File: config.mk
export PLATFORM = sky130hd
export DESIGN_NAME = gyro_uart_frame_rx
export DESIGN_NICKNAME = d
export VERILOG_FILES = /design/src/rtl/gyro_link_pkg.sv /design/src/rtl/uart_rx_byte.sv /design/src/rtl/gyro_uart_frame_rx.sv
export SDC_FILE = /design/constraint.sdc
export NUM_CORES = 1
export LEC_CHECK = 0
export ABC_AREA = 1
export BUFFER_PORTS_ARGS = -buffer_cell sky130_fd_sc_hd__clkbuf_2
export CAP_MARGIN = 10
export CORE_ASPECT_RATIO = 0.5
export CORE_MARGIN = 1.5
export CORE_UTILIZATION = 30
export CTS_CLUSTER_DIAMETER = 200
export CTS_CLUSTER_SIZE = 8
export DETAILED_ROUTE_END_ITERATION = 12
export SKIP_CTS_REPAIR_TIMING = 1
export SLEW_MARGIN = 20
export SYNTH_ARGS = -nofsm -noshare
export SYNTH_HDL_FRONTEND = slang
export SYNTH_SLANG_ARGS = --single-unit
File: constraint.sdc
create_clock -name clockIN -period 1.95 [get_ports clockIN]
set_input_delay 0.195 -clock clockIN [delete_from_list [all_inputs] [get_ports clockIN]]
set_output_delay 0.195 -clock clockIN [all_outputs]
set_load 0.02 [all_outputs]
File: src/rtl/gyro_link_pkg.sv
// Shared definitions for the gyro telemetry UART link: frame layout, sync value
// and the state encodings used by the receive path.
package gyro_link_pkg;

    localparam logic [7:0]  SYNC_BYTE_DEFAULT = 8'h55;
    localparam int unsigned FRAME_DATA_BYTES  = 6;
    localparam int unsigned FRAME_LEN         = 8;

    // Byte order on the wire; the transmit side uses the same indices.
    localparam int unsigned IDX_X_LO = 0;
    localparam int unsigned IDX_X_HI = 1;
    localparam int unsigned IDX_Y_LO = 2;
    localparam int unsigned IDX_Y_HI = 3;
    localparam int unsigned IDX_Z_LO = 4;
    localparam int unsigned IDX_Z_HI = 5;

    typedef enum logic [1:0] {
        BYTE_IDLE  = 2'd0,
        BYTE_START = 2'd1,
        BYTE_DATA  = 2'd2,
        BYTE_STOP  = 2'd3
    } byte_state_t;

    typedef enum logic [2:0] {
        FRM_HUNT0 = 3'd0,
        FRM_HUNT1 = 3'd1,
        FRM_DATA  = 3'd2,
        FRM_SYNC0 = 3'd3,
        FRM_SYNC1 = 3'd4
    } frame_state_t;

    function automatic logic is_locked(input frame_state_t s);
        return (s == FRM_DATA) || (s == FRM_SYNC0) || (s == FRM_SYNC1);
    endfunction

endpackage

File: src/rtl/uart_rx_byte.sv
// 8N1 UART byte receiver: two-flop input synchroniser plus a mid-bit sampling
// byte FSM. Emits one-cycle pulses for good bytes and for low stop bits.
module uart_rx_byte
    import gyro_link_pkg::*;
#(
    parameter int unsigned CLKS_PER_BIT = 868
) (
    input  logic       clockIN,
    input  logic       nRxResetIN,
    input  logic       rxIN,
    output logic       byteValidOUT,
    output logic [7:0] byteDataOUT,
    output logic       stopErrorOUT
);

    localparam int unsigned   CW      = $clog2(CLKS_PER_BIT);
    localparam logic [CW-1:0] FULL_M1 = CW'(CLKS_PER_BIT - 1);
    localparam logic [CW-1:0] HALF_M1 = CW'(CLKS_PER_BIT / 2 - 1);
    localparam logic [CW-1:0] CNT_ONE = CW'(1);

    logic          r_meta;
    logic          r_rxs;
    byte_state_t   r_state;
    logic [CW-1:0] r_cnt;
    logic [2:0]    r_bit;
    logic [7:0]    r_shift;
    logic          r_byte_valid;
    logic [7:0]    r_byte_data;
    logic          r_stop_err;

    // Two-flop synchroniser; idles high so reset never looks like a start bit.
    always_ff @(posedge clockIN or negedge nRxResetIN) begin
        if (!nRxResetIN) begin
            r_meta <= 1'b1;
            r_rxs  <= 1'b1;
        end else begin
            r_meta <= rxIN;
            r_rxs  <= r_meta;
        end
    end

    // Byte FSM: half-bit wait validates the start bit, then full-bit spacing.
    always_ff @(posedge clockIN or negedge nRxResetIN) begin
        if (!nRxResetIN) begin
            r_state      <= BYTE_IDLE;
            r_cnt        <= '0;
            r_bit        <= 3'd0;
            r_shift      <= 8'h00;
            r_byte_valid <= 1'b0;
            r_byte_data  <= 8'h00;
            r_stop_err   <= 1'b0;
        end else begin
            r_byte_valid <= 1'b0;
            r_stop_err   <= 1'b0;
            case (r_state)
                BYTE_IDLE: begin
                    if (!r_rxs) begin
                        r_cnt   <= '0;
                        r_state <= BYTE_START;
                    end
                end
                BYTE_START: begin
                    if (r_cnt == HALF_M1) begin
                        r_cnt   <= '0;
                        r_bit   <= 3'd0;
                        r_state <= r_rxs ? BYTE_IDLE : BYTE_DATA;
                    end else begin
                        r_cnt <= r_cnt + CNT_ONE;
                    end
                end
                BYTE_DATA: begin
                    if (r_cnt == FULL_M1) begin
                        r_cnt   <= '0;
                        r_shift <= {r_rxs, r_shift[7:1]};
                        if (r_bit == 3'd7) begin
                            r_state <= BYTE_STOP;
                        end else begin
                            r_bit <= r_bit + 3'd1;
                        end
                    end else begin
                        r_cnt <= r_cnt + CNT_ONE;
                    end
                end
                BYTE_STOP: begin
                    if (r_cnt == FULL_M1) begin
                        r_cnt   <= '0;
                        r_state <= BYTE_IDLE;
                        if (r_rxs) begin
                            r_byte_data  <= r_shift;
                            r_byte_valid <= 1'b1;
                        end else begin
                            r_stop_err <= 1'b1;
                        end
                    end else begin
                        r_cnt <= r_cnt + CNT_ONE;
                    end
                end
                default: begin
                    r_state <= BYTE_IDLE;
                    r_cnt   <= '0;
                end
            endcase
        end
    end

    assign byteValidOUT = r_byte_valid;
    assign byteDataOUT  = r_byte_data;
    assign stopErrorOUT = r_stop_err;

endmodule

File: src/rtl/gyro_uart_frame_rx.sv
// Gyro telemetry frame receiver: hunts the 0x55 0x55 sync pair, collects six
// axis bytes and publishes X/Y/Z only once the trailing sync pair checks out.
module gyro_uart_frame_rx
    import gyro_link_pkg::*;
#(
    parameter int unsigned CLKS_PER_BIT = 868,
    parameter logic [7:0]  SYNC_BYTE    = SYNC_BYTE_DEFAULT
) (
    input  logic        clockIN,
    input  logic        nRxResetIN,
    input  logic        rxIN,
    output logic [15:0] xAxisOUT,
    output logic [15:0] yAxisOUT,
    output logic [15:0] zAxisOUT,
    output logic        frameValidOUT,
    output logic        frameErrorOUT,
    output logic        syncLockedOUT,
    output logic        byteValidOUT,
    output logic [7:0]  byteDataOUT,
    output logic        stopErrorOUT
);

    logic         w_byte_valid;
    logic [7:0]   w_byte_data;
    logic         w_stop_err;

    frame_state_t r_state;
    logic [2:0]   r_idx;
    logic [7:0]   r_shadow [FRAME_DATA_BYTES];
    logic [15:0]  r_x;
    logic [15:0]  r_y;
    logic [15:0]  r_z;
    logic         r_frame_valid;
    logic         r_frame_err;
    logic         r_locked;

    uart_rx_byte #(
        .CLKS_PER_BIT (CLKS_PER_BIT)
    ) u_rx_byte (
        .clockIN      (clockIN),
        .nRxResetIN   (nRxResetIN),
        .rxIN         (rxIN),
        .byteValidOUT (w_byte_valid),
        .byteDataOUT  (w_byte_data),
        .stopErrorOUT (w_stop_err)
    );

    // Frame FSM; r_locked is written alongside every state change so it always matches r_state.
    always_ff @(posedge clockIN or negedge nRxResetIN) begin
        if (!nRxResetIN) begin
            r_state       <= FRM_HUNT0;
            r_idx         <= 3'd0;
            r_x           <= 16'h0000;
            r_y           <= 16'h0000;
            r_z           <= 16'h0000;
            r_frame_valid <= 1'b0;
            r_frame_err   <= 1'b0;
            r_locked      <= 1'b0;
            for (int i = 0; i < FRAME_DATA_BYTES; i++) begin
                r_shadow[i] <= 8'h00;
            end
        end else begin
            r_frame_valid <= 1'b0;
            r_frame_err   <= 1'b0;
            if (w_stop_err) begin
                r_frame_err <= is_locked(r_state);
                r_state     <= FRM_HUNT0;
                r_locked    <= 1'b0;
            end else if (w_byte_valid) begin
                case (r_state)
                    FRM_HUNT0: begin
                        if (w_byte_data == SYNC_BYTE) begin
                            r_state <= FRM_HUNT1;
                        end
                    end
                    FRM_HUNT1: begin
                        if (w_byte_data == SYNC_BYTE) begin
                            r_state  <= FRM_DATA;
                            r_idx    <= 3'd0;
                            r_locked <= 1'b1;
                        end else begin
                            r_state <= FRM_HUNT0;
                        end
                    end
                    FRM_DATA: begin
                        r_shadow[r_idx] <= w_byte_data;
                        if (r_idx == 3'(FRAME_DATA_BYTES - 1)) begin
                            r_state <= FRM_SYNC0;
                        end else begin
                            r_idx <= r_idx + 3'd1;
                        end
                    end
                    FRM_SYNC0: begin
                        if (w_byte_data == SYNC_BYTE) begin
                            r_state <= FRM_SYNC1;
                        end else begin
                            r_frame_err <= 1'b1;
                            r_state     <= FRM_HUNT0;
                            r_locked    <= 1'b0;
                        end
                    end
                    FRM_SYNC1: begin
                        if (w_byte_data == SYNC_BYTE) begin
                            r_x           <= {r_shadow[IDX_X_HI], r_shadow[IDX_X_LO]};
                            r_y           <= {r_shadow[IDX_Y_HI], r_shadow[IDX_Y_LO]};
                            r_z           <= {r_shadow[IDX_Z_HI], r_shadow[IDX_Z_LO]};
                            r_frame_valid <= 1'b1;
                            r_state       <= FRM_DATA;
                            r_idx         <= 3'd0;
                        end else begin
                            r_frame_err <= 1'b1;
                            r_state     <= FRM_HUNT0;
                            r_locked    <= 1'b0;
                        end
                    end
                    default: begin
                        r_state  <= FRM_HUNT0;
                        r_locked <= 1'b0;
                    end
                endcase
            end
        end
    end

    assign xAxisOUT      = r_x;
    assign yAxisOUT      = r_y;
    assign zAxisOUT      = r_z;
    assign frameValidOUT = r_frame_valid;
    assign frameErrorOUT = r_frame_err;
    assign syncLockedOUT = r_locked;
    assign byteValidOUT  = w_byte_valid;
    assign byteDataOUT   = w_byte_data;
    assign stopErrorOUT  = w_stop_err;

endmodule

# --- Yosys cells after proc, flatten, opt, wreduce, memory -nomap -nowiden ---
# Cells that the tools add are included.
op_classes:
  n_addsub: 3
  n_mul: 0
  div: 0
  order_cmp: 2
  n_eq_ne: 25
  shifts: 0
  mux: 47
  n_bitwise: 2
  n_reduce_logical: 21
op_table:
  columns: ["cell", "n"]
  rows:
  - ["$bwmux 48", 1]
  - ["$mux 10", 3]
  - ["$mux 3", 10]
  - ["$pmux 10 s3", 1]
  - ["$demux 8 s3", 1]
  - ["$mux 1", 18]
  - ["$mux 2", 7]
  - ["$ne 2x1->1 const B", 6]
  - ["$pmux 3 s2", 2]
  - ["$pmux 3 s4", 1]
  - ["$reduce_and 4->1", 3]
  - ["$add 10x1->10 const B", 1]
  - ["$eq 10x10->1 const B", 1]
  - ["$eq 10x9->1 const B", 1]
  - ["$reduce_and 5->1", 2]
  - ["$eq 3x3->1 const B", 3]
  - ["$ne 3x2->1 const B", 3]
  - ["$reduce_and 3->1", 3]
  - ["$eq 8x7->1 const B", 1]
  - ["$mux 8", 1]
  - ["$pmux 2 s4", 1]
  - ["$reduce_or 2->1", 4]
  - ["$add 3x1->3 const B", 2]
  - ["$eq 3x2->1 const B", 2]
  - ["other kinds (16)", 22]
totals:
  reg_bits: 140
  latch_bits: 0
  mem_bits_rw: 0
  rom_bits: 0
  inputBits: 3
  out_inout_bits: 61
  memories: 0

# --- Depth between registers and ports, before layout ---
# Gate-level depths: netlist of the first run.
logic_depth:
  depth_word: 6
  mapped_depth: 11

# --- Modules after synthesis ---
# Synthesis of the first run repeated with hierarchy kept, for this count alone.
unflattened:
  hier_cells: 662
  hier_area_um2: 6037.0
modules_own_cells:
  columns: ["mod", "instances", "cells_each", "area_per_inst_um2", "seq_area_each_um2"]
  rows:
  - ["gyro_uart_frame_rx", 1, 464, 4369.2, 2627.5]
  - ["uart_rx_byte", 1, 198, 1667.8, 878.3]

# --- Least setup slack after synthesis of the first run ---
# OpenSTA, ideal clock, no wires.
synth_path:
  kind: "register to register"
  from: "register u_rx_byte.r_byte_data[7], in the netlist u_rx_byte.byteDataOUT[7]"
  to: "register r_x[0], in the netlist xAxisOUT[0]"
  t_arrival_ns: 1.480
  setup_slack_ns: 0.353
  stages_incl_launch_ff: 9
  synth_period_minus_slack_ns: 1.597
  cell_sequence: "dfrtp_1 > clkinv_2 > nand4_2 > nor2_4 > nand4_2 > buf_2 > buf_2 > nand2_1 > nand2_1"
synth_between:
  elab_chain_len: 2
synth_rtl:
  columns: ["item", "line", "text"]
  rows:
  - ["start: declaration", "uart_rx_byte.sv:28", "logic [7:0] r_byte_data;"]
  - ["start signal: assignment", "uart_rx_byte.sv:89", "r_byte_data <= r_shift;"]
  - ["$eq 8x7->1", "gyro_uart_frame_rx.sv:103", "if (w_byte_data == SYNC_BYTE) begin"]
  - ["$reduce_and 4->1 (no source line)", null, null]
  - ["end signal: assignment", "gyro_uart_frame_rx.sv:104", "r_x <= {r_shadow[IDX_X_HI], r_shadow[IDX_X_LO]};"]
  - ["end: declaration", "gyro_uart_frame_rx.sv:30", "logic [15:0] r_x;"]
# No other way between the ends.
# A chain may end at the register's enable or synchronous reset.

# --- Final worst setup path of the first run ---
layout_path:
  from: "register u_rx_byte.r_cnt[0]"
  to: "register u_rx_byte.r_cnt[0]"
layout_between:
  elab_chain_len: 3
  elab_cells_between_ends: 6
  classes_between: "1 x add/sub; 2 x eq/ne; 3 x mux"
layout_rtl:
  columns: ["item", "line", "text"]
  rows:
  - ["start: declaration", "uart_rx_byte.sv:24", "logic [CW-1:0] r_cnt;"]
  - ["start signal: assignment", "uart_rx_byte.sv:68", "r_cnt <= r_cnt + CNT_ONE;"]
  - ["start signal: assignment", "uart_rx_byte.sv:81", "r_cnt <= r_cnt + CNT_ONE;"]
  - ["start signal: assignment", "uart_rx_byte.sv:95", "r_cnt <= r_cnt + CNT_ONE;"]
  - ["$add 10x1->10 (tied with other cells)", "uart_rx_byte.sv:68, uart_rx_byte.sv:81, uart_rx_byte.sv:95", null]
  - ["$mux 10 (on tied branches)", "uart_rx_byte.sv:72, uart_rx_byte.sv:85, uart_rx_byte.sv:63", null]
  - ["$pmux 10 s3 *", "uart_rx_byte.sv:55", "case (r_state)"]
# Every way passes the cells marked *; elsewhere a longest branch is shown, timed or not.

==> results of run 1 <==
[cell families (layout without fill, tap and decap cells)]
kind of cell	Yosys count	in the layout	synth area share (%)
xor gates and xnor gates	5	5	0.7477
DFF	140	140	59.85
and+or+nand+nor	318	318	23.86
buffers and inverters	63	153	5.190
adders and majority gates	6	6	1.281
AOI/OAI and AO/OA	95	95	9.077
[metal layers]
metal	track usage (%)	part of all wire, %	up-vias
met4	4.106	1.3	0
met3	3.125	2.6	13
li1	-	-	2169
met5	0	0	-
met2	21.88	48	66
met1	16.62	48	2073
[cells in the mapped netlist (all sizes together)]
cell    instances  share of area, %
dfrtp         138                59
ha              6               1.3
a31oi           2              0.21
clkinv          1             0.085
nand3          22               2.8
a21oi           5              0.43
nor2           19               1.8
buf            16               2.2
xor2            3              0.45
dfstp           2              0.90
o22ai           4              0.43
nor3            4              0.34
nand2         262                17
o21ai          84               8.0
or2             2              0.21
xnor2           2              0.30
inv            44               2.8
nand4           8               1.7
clkbuf          2              0.13
nand3b          1              0.13
[through the flow]
step / setup slack, ns / instance area, sq um / power (mW) / hold slack, ns / util (%)
5_1_grt: 0.02780 / 7113 / 6.413 / 0.2516 / 37.95
4_1_cts: 0.2362 / 7086 / 6.284 / -0.3411 / 37.80
3_3_place_gp: 0.2989 / 6490 / 3.037 / 0.1041 / 34.63
3_5_place_dp: 0.2556 / 6490 / 3.038 / 0.1052 / 34.63
2_1_floorplan: 0.3532 / 5858 / 2.964 / -0.1006 / -
6_report: 0.2291 / 7113 / 6.225 / 0.2257 / 37.95
[registers in the layout (all words and copies together) (netlist names), 3 cells and up, named ones only]
register,count
u_rx_byte.r_shift,8
xAxisOUT,16
u_rx_byte.byteDataOUT,8
r_idx,3
yAxisOUT,16
u_rx_byte.r_bit,3
r_shadow,48
u_rx_byte.r_cnt,10
r_state,3
zAxisOUT,16
[report_power, final]
part	internal, mW	total [mW]	switching (mW)
Clock	1.83	3.24	1.41
Combinational	0.0151	0.0730	0.0580
Sequential	2.91	2.91	0.00201
Total	4.75	6.22	1.47
[worst reg2reg max path, stage by stage (launching register included)]
cell and delay [ns]:
dfrtp_1 0.44, ha_1 0.27, nand3_1 0.08, nor2_1 0.04, nand2_1 0.13, inv_2 0.09
o21ai_2 0.26, inv_1 0.15, o21ai_0 0.18
[layout make-up]
cell class / instances / area [sq um] / area share (%)
Clock inverter: 15 / 170.2 / 2.392
Timing Repair Buffer: 76 / 461.7 / 6.491
Sequential cell: 140 / 3506 / 49.29
Inverter: 45 / 170.2 / 2.392
Tap cell: 259 / 324.1 / 4.556
Multi-Input combinational cell: 424 / 2056 / 28.90
Clock buffer: 17 / 425.4 / 5.981
[how the worst max path moves through the flow]
stage / cells after the start / endpoint / slack [ns]
final: 8 / u_rx_byte.r_cnt[0] / 0.23
after global routing: 8 / u_rx_byte.r_cnt[0] / 0.03
after CTS: 8 / u_rx_byte.byteDataOUT[0] / 0.24
after detailed placement: 8 / u_rx_byte.byteDataOUT[0] / 0.26
after global placement: 8 / u_rx_byte.byteDataOUT[0] / 0.30
after floorplan: 8 / xAxisOUT[0] / 0.35
==> impl_metrics.ini, run 1 <==
[timing]
slew_violations = 0
fin_skew_ns = 0.01013
max_slew_margin_pct = 67.48
min_period_over_period_pct = 88.25
setup_tns_ns = 0
setup_viol = 0
worst_pin_slew_ns = 0.4878
fin_crit_ns = 1.721
hold_violations = 0
fmax_mhz = 581.1
rsz0062_at_grt = no

[critical_path]
cpLargestDelayFamily = flip-flops
crit-reg2reg-launch = u_rx_byte.r_cnt[0]
max_stage_delay_ns = 0.44
startpoint = u_rx_byte.r_cnt[0]
slowest_stage = dfrtp_1
reg2reg_to = u_rx_byte.r_cnt[0]
cp_num_buf_inv = 2
crit_path_end_kind = flop
regToRegSetupSlack_ns = 0.23
crit_chain = ha_1, nand3_1, nor2_1, nand2_1, inv_2, o21ai_2, inv_1, o21ai_0
required_ns = 2.29
critPathKind = flop to flop
r2r_cells = 8
cp_max_fo = 7
critPathArrivalTime_ns = 2.06
start_kind = flop

[floorplan]
die_h_um = 101.8
die_w_um = 200.6
ios = 64
core-area_sq_um = 18740
initial_core_util_pct = 31.26
dieArea_sq_um = 20430
num_rows = 35

[clock_network]
htree_levels = 4
cts_tree = built
clkSlewWorstSetupHoldPaths_ns = 0.07
worstSkewPairLatency_ns = 0.42
clockRootBuffer = clkbuf_16
cts.sinks = 140
numCtsBuffers = 17
cts_buffer_depth = 2

[finish]
antenna-diode-count = 0
stdcell_count = 976
n_fill_cell = 1904
layout_commonest_cell = nand2_1
final_nets = 713
layout_common_cells = nand2_1 (259), dfrtp_1 (138), clkbuf_2 (62), o21ai_1 (45), inv_1 (35)
area_delta_synth_final_pct = 21.42
drive_gt1_share_pct = 20.78

[power]
powerDensity_nw_per_um2 = 875.1
p_leak_nw = 3.617
irDropWorstVdd_mv = 0.6849

[synthesis]
syn_inst = 627
syn_nets = 636
yosysSeqAreaShare_pct = 59.85
synth_area_sq_um = 5858
synth_seq_cells = 140
ys_types = 32
synth_warnings = 0
syn_area_per_cell_sq_um = 9.343

[min_path]
hold_path.class = input pin to asynchronous set/reset pin

[drt]
wl_um = 12500
ant_nets = 0
vias = 4321
drc = 0
vias_per_cell = 4.427
wire_per_inst_um = 12.81
first_iter_violations = 318
first_pass_iters = 4

[place]
dp_hpwl_um = 8456
portBuffers = 63
gp_congestion = 0.8153
place_inst = 942

[global_route]
antenna_found_initial = 0
grtUsageTotal_pct = 12.92
grt_max_degree = 57
grt_pass1_vias = 4181
grt_overflow = 0
grt_pass1_wl_um = 20730

[run_status]
status = finished, final reports clean

[flow_run]
drv_cap = 0
(Power assumes the default switching activity.)
==> run 2: changes to the inputs <==
--- a/config.mk
+++ b/config.mk
@@ -10,3 +10,3 @@
 export CAP_MARGIN = 10
-export CORE_ASPECT_RATIO = 0.5
+export CORE_ASPECT_RATIO = 0.8
 export CORE_MARGIN = 1.5
@@ -14,3 +14,2 @@
 export CTS_CLUSTER_DIAMETER = 200
-export CTS_CLUSTER_SIZE = 8
 export DETAILED_ROUTE_END_ITERATION = 12
--- a/constraint.sdc
+++ b/constraint.sdc
@@ -3,2 +3,2 @@
 set_output_delay 0.195 -clock clockIN [all_outputs]
-set_load 0.02 [all_outputs]
+set_load 0.005 [all_outputs]
==> impl_metrics.ini, run 2 (same netlist as run 1, synthesis figures left out) <==
[critical_path]
required_ns = 2.29
start_kind = flop
critPathArrivalTime_ns = 2.07
cpLargestDelayFamily = flip-flops
cp_max_fo = 7
crit-reg2reg-launch = u_rx_byte.r_cnt[0]
max_stage_delay_ns = 0.44
crit_chain = ha_1, nand3_1, nor2_1, nand2_1, inv_2, o21ai_2, inv_1, o21ai_0
startpoint = u_rx_byte.r_cnt[0]
critPathKind = flop to flop
crit_path_end_kind = flop
cp_num_buf_inv = 2
slowest_stage = dfrtp_1

[power]
p_leak_nw = 3.615
power_mw = 6.163
powerDensity_nw_per_um2 = 869.3
irDropWorstVdd_mv = 0.5513

[min_path]
hold_path.class = input pin to asynchronous set/reset pin

[timing]
fmax_mhz = 578.7
fin_crit_ns = 1.728
rsz0062_at_grt = no
fin_skew_ns = 0.009363
setup_tns_ns = 0
slew_violations = 0
min_period_over_period_pct = 88.62
max_slew_margin_pct = 64.58
hold_violations = 0
setup_viol = 0
worst_pin_slew_ns = 0.5313

[drt]
vias = 4277
wl_um = 12990
wire_per_inst_um = 13.34
vias_per_cell = 4.391
first_iter_violations = 305
first_pass_iters = 5
drc = 0
ant_nets = 0

[clock_network]
clkSlewWorstSetupHoldPaths_ns = 0.06
cts.sinks = 140
cts_buffer_depth = 2
worstSkewPairLatency_ns = 0.42
htree_levels = 4
cts_tree = built
clockRootBuffer = clkbuf_16
numCtsBuffers = 17

[finish]
largest_reg_flops = 48
layout_common_cells = nand2_1 (259), dfrtp_1 (138), clkbuf_2 (62), o21ai_1 (45), inv_1 (35)
stdcell_count = 974
antenna-diode-count = 0
area_delta_synth_final_pct = 21.02
final_nets = 712
fin_area_sq_um = 7089
layout_commonest_cell = nand2_1
regMostFlops = r_shadow
drive_gt1_share_pct = 20.53

[floorplan]
num_rows = 45
initial_core_util_pct = 30.78
dieArea_sq_um = 20380
core-area_sq_um = 19030
ios = 64
die_w_um = 159.2
die_h_um = 128.0

[global_route]
grt_overflow = 0
grt_pass1_vias = 4097
grtUsageTotal_pct = 13.74
grt_pass1_wl_um = 21650
antenna_found_initial = 0
grt_max_degree = 51

[place]
gp_congestion = 0.7680
dp_hpwl_um = 8855
place_inst = 940
dpl_cell_area_sq_um = 6481
portBuffers = 63

[run_status]
status = finished, final reports clean

[flow_run]
drv_cap = 0
[run 2: final timing paths]
path	to	slack (ns)	cells after the start
worst max-delay path	u_rx_byte.r_cnt[0]	0.22	8
worst min-delay path	xAxisOUT[9]	0.27	2
worst max register to register	u_rx_byte.r_cnt[0]	0.22	8
worst min register to register	u_rx_byte.r_rxs	0.36	0
max in group asynchronous	zAxisOUT[10]	1.05	3
min in group clockIN	u_rx_byte.r_rxs	0.36	0
[run 2: area by class of cell]
class	count	area [sq um]
flip-flops and latches	140	3506
multi-input cells	424	2056
clock buffers	19	442.9
well taps	258	322.8
clock inverters	13	137.6
repair buffers	75	454.2
inverters	45	170.2
fillers	1970	11940
[run 2: metrics by stage]
stage	hold WS, ns	setup slack, ns	utilization, %
final	0.2709	0.2219	37.25
after global routing	0.3137	0.01306	37.25
after CTS	-0.2963	0.2331	37.11
after detailed placement	0.1663	0.2645	34.06
after global placement	0.1737	0.2937	34.06
after floorplan	-0.1006	0.4541	-
[run 2: metal layers]
layer	wire length, um	track usage (%)
met1	6736	19.69
met2	5103	18.31
met3	964	5.403
met4	187	5.383
met5	0	0
[run 2: report_power, final]
| part | internal, mW | switching, mW |
|---|---|---|
| Sequential | 2.91 | 0.00194 |
| Combinational | 0.0150 | 0.0580 |
| Clock | 1.92 | 1.26 |
| Total | 4.84 | 1.32 |
==> run 3: changes to the inputs <==
Settings changed: REMOVE_ABC_BUFFERS set to 1.
==> impl_metrics.ini, run 3 (same netlist as run 1, synthesis figures left out) <==
[drt]
drc = 0
first_pass_iters = 4
vias_per_cell = 4.452
vias = 4332
ant_nets = 0
first_iter_violations = 260
wl_um = 12670
wire_per_inst_um = 13.02

[finish]
antenna-diode-count = 0
largest_reg_flops = 48
drive_gt1_share_pct = 20.14
layout_commonest_cell = nand2_1
area_delta_synth_final_pct = 21.19
layout_common_cells = nand2_1 (259), dfrtp_1 (138), clkbuf_2 (62), o21ai_1 (45), inv_1 (35)
fin_area_sq_um = 7099
final_nets = 711
regMostFlops = r_shadow
fin_util_pct = 37.30

[critical_path]
crit_path_end_kind = flop
cp_num_buf_inv = 2
cpLargestDelayFamily = flip-flops
critPathArrivalTime_ns = 2.07
max_stage_delay_ns = 0.44
slowest_stage = dfrtp_1
required_ns = 2.29
start_kind = flop
cp_max_fo = 7
crit_chain = ha_1, nand3_1, nor2_1, nand2_1, inv_2, o21ai_2, inv_1, o21ai_0
critPathKind = flop to flop

[clock_network]
numCtsBuffers = 17
worstSkewPairLatency_ns = 0.42
htree_levels = 4
cts.sinks = 140
clockRootBuffer = clkbuf_16
clkSlewWorstSetupHoldPaths_ns = 0.06
cts_tree = built
cts_buffer_depth = 2

[floorplan]
core-area_sq_um = 19030
initial_core_util_pct = 30.78
num_rows = 45
die_h_um = 128.0
ios = 64
die_w_um = 159.2
dieArea_sq_um = 20380

[global_route]
grtUsageTotal_pct = 13.53
grt_max_degree = 55
grt_overflow = 0
grt_pass1_wl_um = 21550
grt_pass1_vias = 4195
antenna_found_initial = 0

[timing]
fin_crit_ns = 1.731
rsz0062_at_grt = no
setup_viol = 0
slew_violations = 0
worst_pin_slew_ns = 0.5394
fmax_mhz = 577.6
fin_skew_ns = 0.007946
hold_violations = 0
min_period_over_period_pct = 88.79
max_slew_margin_pct = 64.04

[run_status]
status = finished, final reports clean

[power]
power_mw = 6.267
powerDensity_nw_per_um2 = 882.7
irDropWorstVdd_mv = 0.5461
p_leak_nw = 3.602

[place]
portBuffers = 63
gp_congestion = 0.7923
dp_hpwl_um = 8627
dpl_cell_area_sq_um = 6474

[flow_run]
drv_cap = 0

[min_path]
hold_path.class = input pin to asynchronous set/reset pin
## run 3: cell count changes in the layout (fill, tap and decap cells not counted), sizes merged
cell and delta:
buf -1, bufinv +1, clkbuf +1, clkinv -6, clkinvlp +3, inv +1
## run 3: path summary, 6_finish.rpt
path                               startpoint              endpoint  slack [ns]  depth (start not counted)
min reg2reg                  u_rx_byte.r_meta       u_rx_byte.r_rxs        0.36                          0
max                        u_rx_byte.r_cnt[0]    u_rx_byte.r_cnt[0]        0.22                          8
max in group asynchronous          nRxResetIN  u_rx_byte.r_shift[4]        1.03                          3
min in group clockIN         u_rx_byte.r_meta       u_rx_byte.r_rxs        0.36                          0
max reg2reg                u_rx_byte.r_cnt[0]    u_rx_byte.r_cnt[0]        0.22                          8
min                                nRxResetIN          r_shadow[29]        0.31                          2
## run 3: cell type report
cell class              instances  area [sq um]
fillers                      2002         11930
repair buffers                 74         446.7
inverters                      45         170.2
multi-input cells             424          2056
flip-flops and latches        140          3506
well taps                     258         322.8
clock inverters                12         161.4
clock buffers                  20         436.7
## run 3: power breakdown
part	switching [mW]	leakage [nW]	total [mW]	internal (mW)
Clock	1.25	0.282	3.28	2.03
Sequential	0.00213	1.94	2.91	2.91
Combinational	0.0599	1.39	0.0760	0.0161
## run 3: per-stage QoR
step / TNS, ns / hold slack [ns] / worst slack (ns) / std cells
after floorplan: -23.25 / -0.1006 / -0.4755 / 609
after detailed placement: 0 / 0.2119 / 0.2205 / 939
after global routing: 0 / 0.3526 / 0.01743 / 973
final: 0 / 0.3117 / 0.2186 / 973
after CTS: 0 / -0.2484 / 0.2000 / 971
after global placement: 0 / 0.2052 / 0.2268 / 939
## run 3: metal layers
metal	global-route usage [%]	share of wire, %	vias to the layer above	routed length (um)
met2	19.80	43	84	5433
met1	18.64	50	2065	6392
li1	-	-	2166	-
met3	4.141	5.1	17	648
met4	5.549	1.5	0	194
met5	0	0	-	0
